--- src/rtl/sliding_window_buffer.sv ---
// Circular window of the last WINDOW_SIZE accepted samples. Each accepted sample is emitted
// together with the sample it displaces. The displaced value reads as zero until the window
// fills, so downstream running totals stay exact during warm-up.
module sliding_window_buffer #(
   parameter  int unsigned DATA_WIDTH  = 32,
   parameter  int unsigned WINDOW_SIZE = 16,
   localparam int unsigned ADDR_WIDTH  = $clog2(WINDOW_SIZE),
   localparam int unsigned CNT_WIDTH   = $clog2(WINDOW_SIZE + 1)
) (
   input  logic                  i_clk,
   input  logic                  i_reset_n,
   input  logic                  i_valid,
   input  logic [DATA_WIDTH-1:0] i_data,
   input  logic                  i_flush,
   output logic                  o_valid,
   output logic [DATA_WIDTH-1:0] o_incoming_data,
   output logic [DATA_WIDTH-1:0] o_outgoing_data,
   output logic [CNT_WIDTH-1:0]  o_count,
   output logic                  o_full
);

   localparam logic [CNT_WIDTH-1:0] FULL_CNT = CNT_WIDTH'(WINDOW_SIZE);

   logic [DATA_WIDTH-1:0] mem_q [WINDOW_SIZE];
   logic                  mem_we_c;
   logic [DATA_WIDTH-1:0] old_c;

   logic [ADDR_WIDTH-1:0] wr_ptr_q, wr_ptr_d;
   logic [CNT_WIDTH-1:0]  count_q, count_d;
   logic                  valid_q, valid_d;
   logic [DATA_WIDTH-1:0] in_q, in_d;
   logic [DATA_WIDTH-1:0] out_q, out_d;
   logic                  full_q, full_d;

   // Next-state: flush beats a same-cycle sample; an accepted sample reads its slot before overwriting it
   always_comb begin
      wr_ptr_d = wr_ptr_q;
      count_d  = count_q;
      valid_d  = 1'b0;
      in_d     = in_q;
      out_d    = out_q;
      full_d   = full_q;
      mem_we_c = 1'b0;
      old_c    = mem_q[wr_ptr_q];
      if (i_flush) begin
         wr_ptr_d = '0;
         count_d  = '0;
         full_d   = 1'b0;
      end else if (i_valid) begin
         mem_we_c = 1'b1;
         wr_ptr_d = wr_ptr_q + ADDR_WIDTH'(1);
         count_d  = (count_q == FULL_CNT) ? count_q : count_q + CNT_WIDTH'(1);
         valid_d  = 1'b1;
         in_d     = i_data;
         out_d    = (count_q == FULL_CNT) ? old_c : '0;
         full_d   = (count_d == FULL_CNT);
      end
   end

   // Control and output registers with synchronous active-low reset
   always_ff @(posedge i_clk) begin
      if (!i_reset_n) begin
         wr_ptr_q <= '0;
         count_q  <= '0;
         valid_q  <= 1'b0;
         in_q     <= '0;
         out_q    <= '0;
         full_q   <= 1'b0;
      end else begin
         wr_ptr_q <= wr_ptr_d;
         count_q  <= count_d;
         valid_q  <= valid_d;
         in_q     <= in_d;
         out_q    <= out_d;
         full_q   <= full_d;
      end
   end

   // Sample storage; left unreset because the fill count gates every read that reaches the outputs
   always_ff @(posedge i_clk) begin
      if (i_reset_n && mem_we_c) begin
         mem_q[wr_ptr_q] <= i_data;
      end
   end

   assign o_valid         = valid_q;
   assign o_incoming_data = in_q;
   assign o_outgoing_data = out_q;
   assign o_count         = count_q;
   assign o_full          = full_q;

endmodule

--- config.mk ---
export PLATFORM = sky130hd
export DESIGN_NAME = sliding_window_buffer
export DESIGN_NICKNAME = d
export VERILOG_FILES = /design/src/rtl/sliding_window_buffer.sv
export SDC_FILE = /design/constraint.sdc
export NUM_CORES = 1
export LEC_CHECK = 0
export CORE_MARGIN = 8
export CORE_UTILIZATION = 54
export DETAILED_ROUTE_END_ITERATION = 10
export PLACE_DENSITY = 0.71
export SYNTH_ARGS = -nofsm -noshare
export SYNTH_HDL_FRONTEND = slang
export SYNTH_SLANG_ARGS = --single-unit
--- constraint.sdc ---
create_clock -name i_clk -period 4.11 [get_ports i_clk]
set_clock_uncertainty 0.15 [all_clocks]
set_input_delay 1.233 -clock i_clk [delete_from_list [all_inputs] [get_ports i_clk]]
set_output_delay 1.233 -clock i_clk [all_outputs]
set_load 0.05 [all_outputs]
==> flow_metrics.env, run 1 <==
export IMPL_clockPowerShare_pct=41.6
export IMPL_slew_violations=0
export IMPL_register_area_um2=17000
export IMPL_finalWirelength_mm=49.6
export IMPL_synth_cell_types=39
export IMPL_path_max_fanout=10
export IMPL_period_needed_ns=3.33
export IMPL_via_per_inst=6.09
export IMPL_firstDrtPassIters=5
export IMPL_rsz0062_at_grt="false"
export IMPL_cts_made_buffers=56
export IMPL_num_rows=74
export IMPL_post_cts_buffers=0
export IMPL_clk_latency_ns=0.60
export IMPL_drtAntennaViolNets=0
export IMPL_powerDensity_nw_per_um2=455
export IMPL_area_growth_pct=16.8
export IMPL_worst_path_max_delay_cell="clkdlybuf4s50_1"
export IMPL_drc_errors=0
export IMPL_multi_input_area_um2=5250
export IMPL_drt_iter0_drc=1066
export IMPL_critical_path_class="flop to output pin"
export IMPL_yosys_area_share_adder_pct=0.334
export IMPL_layout_drive_gt1_share_pct=23.3
export IMPL_slowest_delay_ns=0.87
export IMPL_hold_buffers=0
export IMPL_outcome="completed"
export IMPL_p_leak_nw=8.09
export IMPL_synthXorXnorAreaFrac_pct=0.272
export IMPL_synth_cells=1088
export IMPL_cp_cell_sequence="clkdlybuf4s50_1"
export IMPL_nets=1274
export IMPL_start_util_pct=54.9
export IMPL_synth_compound_area_share_pct=3.56
export IMPL_hold_viol_final=0
export IMPL_slew_headroom_pct=34.7
export IMPL_synth_simple_area_share_pct=2.33
export IMPL_critical_path_arrival_ns=1.95
export IMPL_fin_util_pct=64.1
export IMPL_dieHeight_um=220
export IMPL_p_int_w=0.00955
export IMPL_diodes=0
export IMPL_grt_ovfl_total=0
export IMPL_crit_path_end_kind="output pin"
export IMPL_clockRootBuffer="clkbuf_16"
export IMPL_yosysWarnings=0
export IMPL_finalWeightedCongestion=0.779
export IMPL_clk_pin_slew_ns=0.06
export IMPL_path_delay_family="buffers and inverters"
export IMPL_cts_tree="yes"
export IMPL_grt_pass1_vias=11400
export IMPL_setup_worst_path_start_class="flop"
export IMPL_htree_levels=2
export IMPL_vias=11000
export IMPL_io_pin_count=107
export IMPL_timing_final_crit_share_pct=81.0
export IMPL_max_cap_violations=0
export IMPL_cts_resized=0
export IMPL_core_area_um2=41000
export IMPL_p_switching_w=0.00241
export IMPL_port_buffers=106
export IMPL_synthesis_nets=1130
export IMPL_worst_path_buf_inv=1
export IMPL_peakVddDrop_mv=0.359
export IMPL_num_fill_cells=2761
export IMPL_grt_max_degree=47
export IMPL_grt_pass1_wl_mm=74.1
export IMPL_crit_required_ns=2.73
export IMPL_ys_seq_area_share_pct=75.3
export IMPL_synth_seq_cells=591
export IMPL_die_w_um=220
export IMPL_place_hpwl_mm=29.8
export IMPL_synth_top_family_by_area="multiplexers"
export IMPL_clk_path_buf_depth=3
export IMPL_die_area_um2=48500
export IMPL_grtUsageTotal_pct=20.9
export IMPL_worst_slew_pin_slew_ns=0.979
export IMPL_numClockSinks=591
export IMPL_p_comb_share_pct=3.4
export IMPL_swShare_pct=20.1
export IMPL_antenna_found_initial=1
export IMPL_seq_power_share_pct=54.9
export IMPL_syn_avg_cell_area_um2=20.7
export IMPL_wl_per_cell_um=27.4
export IMPL_hold_class="flop to flop"
export IMPL_clock_fmax_ghz=0.300
export IMPL_synth_mux_area_share_pct=16.2
export IMPL_tns_ns=0
export IMPL_setup_viol=0
export IMPL_syn_area_um2=22500
-- power by group through the flow --
stage          sequential (W)  combinational [W]  clock, W
2_1_floorplan         0.00673           0.000150         0
3_3_place_gp          0.00669           0.000402         0
3_5_place_dp          0.00669           0.000411         0
4_1_cts               0.00656           0.000412   0.00506
5_1_grt               0.00657           0.000436   0.00525
6_report              0.00656           0.000411   0.00498
-- Yosys cell counts --
cell type | instances | area share, %
nor4_1 | 1 | 0.028
or3_1 | 1 | 0.028
and3b_1 | 1 | 0.039
a21boi_0 | 33 | 1.1
mux2i_1 | 34 | 1.5
nor2_1 | 27 | 0.45
mux2_2 | 32 | 1.6
nor3_1 | 2 | 0.044
nor2b_1 | 3 | 0.083
buf_6 | 3 | 0.15
and4_1 | 1 | 0.039
o221ai_1 | 1 | 0.039
buf_2 | 15 | 0.33
clkbuf_4 | 1 | 0.033
o31ai_1 | 32 | 1.1
nand2b_1 | 5 | 0.14
mux4_2 | 110 | 11
dlygate4sd1_1 | 3 | 0.12
and3_1 | 1 | 0.028
dfxtp_1 | 79 | 7.0
edfxtp_1 | 512 | 68
or3b_2 | 1 | 0.039
a21oi_1 | 3 | 0.067
a22oi_2 | 10 | 0.56
and2_1 | 2 | 0.056
buf_1 | 7 | 0.12
inv_1 | 4 | 0.067
xor2_1 | 5 | 0.19
clkbuf_1 | 23 | 0.38
nand4_1 | 3 | 0.083
xnor2_1 | 2 | 0.078
and4bb_2 | 1 | 0.056
buf_12 | 6 | 0.53
a22oi_1 | 22 | 0.73
mux4_1 | 18 | 2.1
nand2_1 | 71 | 1.2
ha_1 | 6 | 0.33
buf_4 | 6 | 0.20
nand4b_1 | 1 | 0.039
-- cell families (layout without fill, tap and decap cells) --
family                   after synthesis  after routing
AND/OR/NAND/NOR                      121            121
XOR/XNOR                               7              7
buffers and inverters                 68            257
flip-flops                           591            591
adder cells (fa/ha/maj)                6              6
AO/OA/AOI/OAI                        101            101
multiplexers                         194            194
-- cell usage in the layout, fill, tap and decap left out, types with 22 or more instances in the layout --
cell / n
buf_4: 26
nand2_1: 71
o31ai_1: 32
clkdlybuf4s50_1: 106
mux2i_1: 34
dfxtp_1: 76
a22oi_1: 22
mux2_2: 32
a21boi_0: 33
edfxtp_1: 512
clkbuf_1: 22
mux4_2: 110
clkbuf_16: 57
-- layer usage --
layer | GRT usage (%) | wire [um] | vias up
met3 | 4.22 | 3960 | 63
li1 | - | - | 4734
met4 | 5.10 | 852 | 0
met5 | 0 | 0 | -
met1 | 31.3 | 21900 | 5819
met2 | 31.7 | 22800 | 406
-- metrics by stage --
step | hold WS [ns] | cells | cell area (um^2) | total power (W) | setup WS (ns)
2_1_floorplan | 0.396 | 1088 | 22500 | 0.00688 | 0.0583
3_3_place_gp | 0.302 | 1706 | 24500 | 0.00709 | 0.477
3_5_place_dp | 0.310 | 1706 | 24500 | 0.00710 | 0.372
4_1_cts | 0.318 | 1809 | 26300 | 0.0120 | 0.737
5_1_grt | 0.336 | 1809 | 26300 | 0.0123 | 0.703
6_report | 0.315 | 1809 | 26300 | 0.0120 | 0.780
-- area by class of cell --
type | instances | area share [%]
Clock buffer | 86 | 6.11
Clock inverter | 17 | 0.614
Inverter | 4 | 0.0571
Multi-Input combinational cell | 429 | 20.0
Sequential cell | 591 | 64.6
Tap cell | 532 | 2.53
Timing Repair Buffer | 150 | 6.15
-- path summary, 6_finish.rpt --
path | from | to | slack (ns) | cells past startpoint
worst max-delay path | o_count[2] | o_count[2] | 0.78 | 1
worst min-delay path | o_incoming_data[16] | o_incoming_data[16] | 0.32 | 2
worst max register to register | flop | o_outgoing_data[6] | 1.30 | 5
worst min register to register | o_incoming_data[16] | o_incoming_data[16] | 0.32 | 2
-- state kept, by name (all words and copies together), names as in the netlist, named ones only --
signal,flops
o_count,5
o_incoming_data,32
o_valid,1
wr_ptr_q,4
o_outgoing_data,32
mem_q,512
o_full,1
Power figures use the tool's default switching activity.
==> inputs of run 2 (changes only) <==
- CORE_UTILIZATION: 54 -> 60
- PLACE_DENSITY: 0.71 -> 0.75
- clock period: 4.11 -> 3.1 ns (I/O delays scaled with it)
==> flow_metrics.env, run 2 (synthesis gave the netlist of run 1 again) <==
export IMPL_crit_required_ns=2.02
export IMPL_hold_path_end="o_incoming_data[27]"
export IMPL_grt_max_degree=47
export IMPL_worst_slew_pin_slew_ns=0.773
export IMPL_min_from="o_incoming_data[27]"
export IMPL_nets=1302
export IMPL_post_cts_buffers=0
export IMPL_hold_buffers=0
export IMPL_cp_startpoint="o_count[3]"
export IMPL_hold_viol_final=0
export IMPL_htree_levels=2
export IMPL_die_area_um2=44000
export IMPL_cts_resized=0
export IMPL_slowest_delay_ns=0.87
export IMPL_hold_ws_ns=0.310
export IMPL_num_fill_cells=2175
export IMPL_drt_iter0_drc=1035
export IMPL_diodes=0
export IMPL_clk_pin_slew_ns=0.06
export IMPL_final_common_cell="edfxtp_1"
export IMPL_cts_made_buffers=56
export IMPL_stdcell_count=1780
export IMPL_timing_final_crit_share_pct=97.2
export IMPL_regToRegEndpoint="o_outgoing_data[23]"
export IMPL_path_max_fanout=8
export IMPL_dp_cells=1676
export IMPL_num_rows=71
export IMPL_numClockSinks=591
export IMPL_setup_worst_path_start_class="flop"
export IMPL_placedInstanceArea_um2=24900
export IMPL_dieHeight_um=210
export IMPL_port_buffers=106
export IMPL_critical_path_arrival_ns=1.93
export IMPL_rsz0062_at_grt="false"
export IMPL_grt_ovfl_total=0
export IMPL_wl_per_cell_um=28.2
export IMPL_vias=11300
export IMPL_largest_register="mem_q"
export IMPL_tns_ns=0
export IMPL_finalWeightedCongestion=0.777
export IMPL_hold_depth=2
export IMPL_slew_violations=0
export IMPL_p_leak_nw=8.35
export IMPL_worst_path_max_delay_cell="clkdlybuf4s50_1"
export IMPL_rr_worst_depth=5
export IMPL_drtAntennaViolNets=0
export IMPL_path_delay_family="buffers and inverters"
export IMPL_multi_input_area_um2=5250
export IMPL_peakVddDrop_mv=0.432
export IMPL_die_w_um=210
export IMPL_cp_cell_sequence="clkdlybuf4s50_1"
export IMPL_drc_errors=0
export IMPL_worst_path_buf_inv=1
export IMPL_layout_drive_gt1_share_pct=25.7
export IMPL_outcome="completed"
export IMPL_dp_slack_ns=-0.0951
export IMPL_hold_class="flop to flop"
export IMPL_core_area_um2=37300
export IMPL_finalWirelength_mm=50.2
export IMPL_area_growth_pct=18.9
export IMPL_clk_path_buf_depth=3
export IMPL_crit_path_end_kind="output pin"
export IMPL_clock_fmax_ghz=0.332
export IMPL_largest_reg_flops=512
export IMPL_grt_pass1_wl_mm=75.0
export IMPL_grt_pass1_vias=11700
export IMPL_start_util_pct=60.3
export IMPL_period_needed_ns=3.01
export IMPL_grtUsageTotal_pct=23.1
export IMPL_place_hpwl_mm=30.6
export IMPL_clk_latency_ns=0.59
export IMPL_max_cap_violations=0
export IMPL_rrSetupSlack_ns=0.76
export IMPL_layout_common_cells="512 x edfxtp_1, 110 x mux4_2, 106 x clkdlybuf4s50_1, 76 x dfxtp_1, 71 x nand2_1"
export IMPL_firstDrtPassIters=5
export IMPL_slew_headroom_pct=48.3
export IMPL_powerDensity_nw_per_um2=603
export IMPL_register_area_um2=17000
export IMPL_setup_viol=0
export IMPL_cts_tree="yes"
export IMPL_via_per_inst=6.33
export IMPL_fin_ws_ns=0.0879
export IMPL_design_area_um2=26800
export IMPL_critical_path_class="flop to output pin"
export IMPL_io_pin_count=107
export IMPL_antenna_found_initial=0
export IMPL_clockRootBuffer="clkbuf_16"
[run 2: how the worst max path moves through the flow]
stage,end,cells past startpoint
after floorplan,mem_q[0][0],4
after global placement,mem_q[5][7],5
after detailed placement,mem_q[5][9],5
after CTS,o_count[3],1
after global routing,o_count[2],1
final,o_count[3],1
[run 2: where the power goes]
group          leakage (nW)  total [W]  switching, W  internal (W)
clock network         0.923    0.00688       0.00282       0.00406
logic                  2.17   0.000566      0.000367      0.000199
registers              5.25    0.00870     0.0000285       0.00867
[run 2: area by class of cell]
type | count | area share [%]
tap | 474 | 2.22
clock buffer | 78 | 5.92
clock inverter | 26 | 1.06
inverter | 4 | 0.0561
multi-input combinational | 429 | 19.6
sequential | 591 | 63.4
timing repair buffer | 178 | 7.76
[run 2: stage by stage]
stage	total power [W]	util (%)
6_report	0.0161	71.7
5_1_grt	0.0166	71.7
4_1_cts	0.0162	71.7
2_1_floorplan	0.00913	-
3_3_place_gp	0.00941	66.7
3_5_place_dp	0.00943	66.7
[run 2: tightest hold or removal path, cell delays in order (launching register included)]
cell	delay [ns]
dfxtp_1	0.31
nand2_1	0.04
a21boi_0	0.06
[run 2: routing by layer]
layer | vias to the layer above | GRT usage [%] | wire length (um)
met1 | 5867 | 32.4 | 20400
li1 | 4807 | - | -
met2 | 513 | 36.8 | 24400
met5 | - | 0 | 0
met4 | 0 | 5.88 | 935
met3 | 76 | 5.10 | 4470
==> inputs of run 3 (changes only) <==
- CORE_MARGIN: 8 -> 2
==> flow_metrics.env, run 3 (synthesis gave the netlist of run 1 again) <==
export IMPL_design_area_um2=26600
export IMPL_wl_per_cell_um=27.7
export IMPL_critical_path_arrival_ns=1.96
export IMPL_slew_violations=0
export IMPL_drt_iter0_drc=914
export IMPL_numClockSinks=591
export IMPL_hold_ws_ns=0.316
export IMPL_area_growth_pct=18.3
export IMPL_clk_latency_ns=0.60
export IMPL_clk_pin_slew_ns=0.06
export IMPL_drtAntennaViolNets=0
export IMPL_cts_made_buffers=55
export IMPL_cts_tree="yes"
export IMPL_p_leak_nw=8.29
export IMPL_final_common_cell="edfxtp_1"
export IMPL_largest_reg_flops=512
export IMPL_start_util_pct=61.2
export IMPL_grtUsageTotal_pct=26.0
export IMPL_hold_buffers=0
export IMPL_rr_worst_depth=5
export IMPL_rrSetupSlack_ns=0.74
export IMPL_min_from="o_incoming_data[18]"
export IMPL_firstDrtPassIters=5
export IMPL_crit_cells=1
export IMPL_cp_startpoint="o_count[2]"
export IMPL_fin_util_pct=72.4
export IMPL_layout_drive_gt1_share_pct=25.1
export IMPL_period_needed_ns=3.04
export IMPL_path_delay_family="buffers and inverters"
export IMPL_finalWirelength_mm=49.0
export IMPL_outcome="completed"
export IMPL_crit_path_end_kind="output pin"
export IMPL_via_per_inst=6.32
export IMPL_vias=11200
export IMPL_diodes=0
export IMPL_core_area_um2=36800
export IMPL_hold_depth=2
export IMPL_antenna_found_initial=0
export IMPL_path_max_fanout=10
export IMPL_crit_required_ns=2.02
export IMPL_finalWeightedCongestion=0.774
export IMPL_grt_pass1_vias=11500
export IMPL_dieHeight_um=198
export IMPL_cts_resized=0
export IMPL_largest_register="mem_q"
export IMPL_hold_viol_final=0
export IMPL_place_hpwl_mm=28.3
export IMPL_peakVddDrop_mv=0.417
export IMPL_worst_slew_pin_slew_ns=0.760
export IMPL_clk_path_buf_depth=3
export IMPL_slowest_delay_ns=0.87
export IMPL_worst_path_buf_inv=1
export IMPL_num_rows=70
export IMPL_placedInstanceArea_um2=24700
export IMPL_post_cts_buffers=0
export IMPL_cp_cell_sequence="clkdlybuf4s50_1"
export IMPL_slew_headroom_pct=49.2
export IMPL_critical_path_class="flop to output pin"
export IMPL_clockRootBuffer="clkbuf_16"
export IMPL_layout_common_cells="512 x edfxtp_1, 110 x mux4_2, 106 x clkdlybuf4s50_1, 76 x dfxtp_1, 71 x nand2_1"
export IMPL_worst_path_max_delay_cell="clkdlybuf4s50_1"
export IMPL_max_cap_violations=0
export IMPL_io_pin_count=107
export IMPL_setup_viol=0
export IMPL_grt_ovfl_total=0
export IMPL_die_area_um2=39100
export IMPL_timing_final_crit_share_pct=98.0
export IMPL_clock_fmax_ghz=0.329
export IMPL_powerDensity_nw_per_um2=608
export IMPL_die_w_um=198
export IMPL_setup_worst_path_start_class="flop"
export IMPL_nets=1295
export IMPL_htree_levels=2
export IMPL_hold_class="flop to flop"
export IMPL_rsz0062_at_grt="false"
export IMPL_grt_pass1_wl_mm=72.9
export IMPL_p_total_w=0.0162
export IMPL_drc_errors=0
export IMPL_regToRegEndpoint="o_outgoing_data[1]"
export IMPL_grt_max_degree=48
export IMPL_port_buffers=106
export IMPL_hold_path_end="o_incoming_data[18]"
## run 3: cell count changes in the layout (fill, tap and decap cells not counted), moves of 2 or more
cell,delta
buf_12,-8
clkinvlp_4,+2
buf_4,+2
clkbuf_8,-2
clkinv_1,+3
clkinv_2,-3
## run 3: worst max-delay path by stage
stage | slack (ns) | end
finish | 0.06 | o_count[2]
CTS | 0.05 | o_count[2]
floorplan | -0.49 | mem_q[0][0]
global placement | 0.01 | mem_q[5][31]
global route | 0.03 | o_count[3]
detailed placement | -0.02 | mem_q[13][9]
## run 3: layer usage
metal | vias to the layer above | global-route usage (%) | routed length [um]
met5 | - | 0 | 0
met2 | 513 | 41.2 | 23800
met4 | 0 | 7.83 | 1270
met3 | 90 | 6.03 | 3850
li1 | 4779 | - | -
met1 | 5781 | 36.6 | 20000
## run 3: area by class of cell
cell class	instances	area (um^2)
timing repair buffer	172	1930
clock buffer	75	1550
sequential	591	17000
multi-input combinational	429	5250
clock inverter	28	317
inverter	4	15.0
fill	2130	10200
tap	468	586
## run 3: metrics by stage
stage	setup TNS (ns)	setup slack, ns	cells
2_1_floorplan	-62.63	-0.489	1088
3_3_place_gp	0	0.0132	1664
3_5_place_dp	-0.843	-0.0243	1664
4_1_cts	0	0.0544	1767
5_1_grt	0	0.0327	1767
6_report	0	0.0627	1767
## run 3: report_power, final
group          internal (W)  switching (W)
registers           0.00867      0.0000322
logic              0.000195       0.000349
clock network       0.00409        0.00284
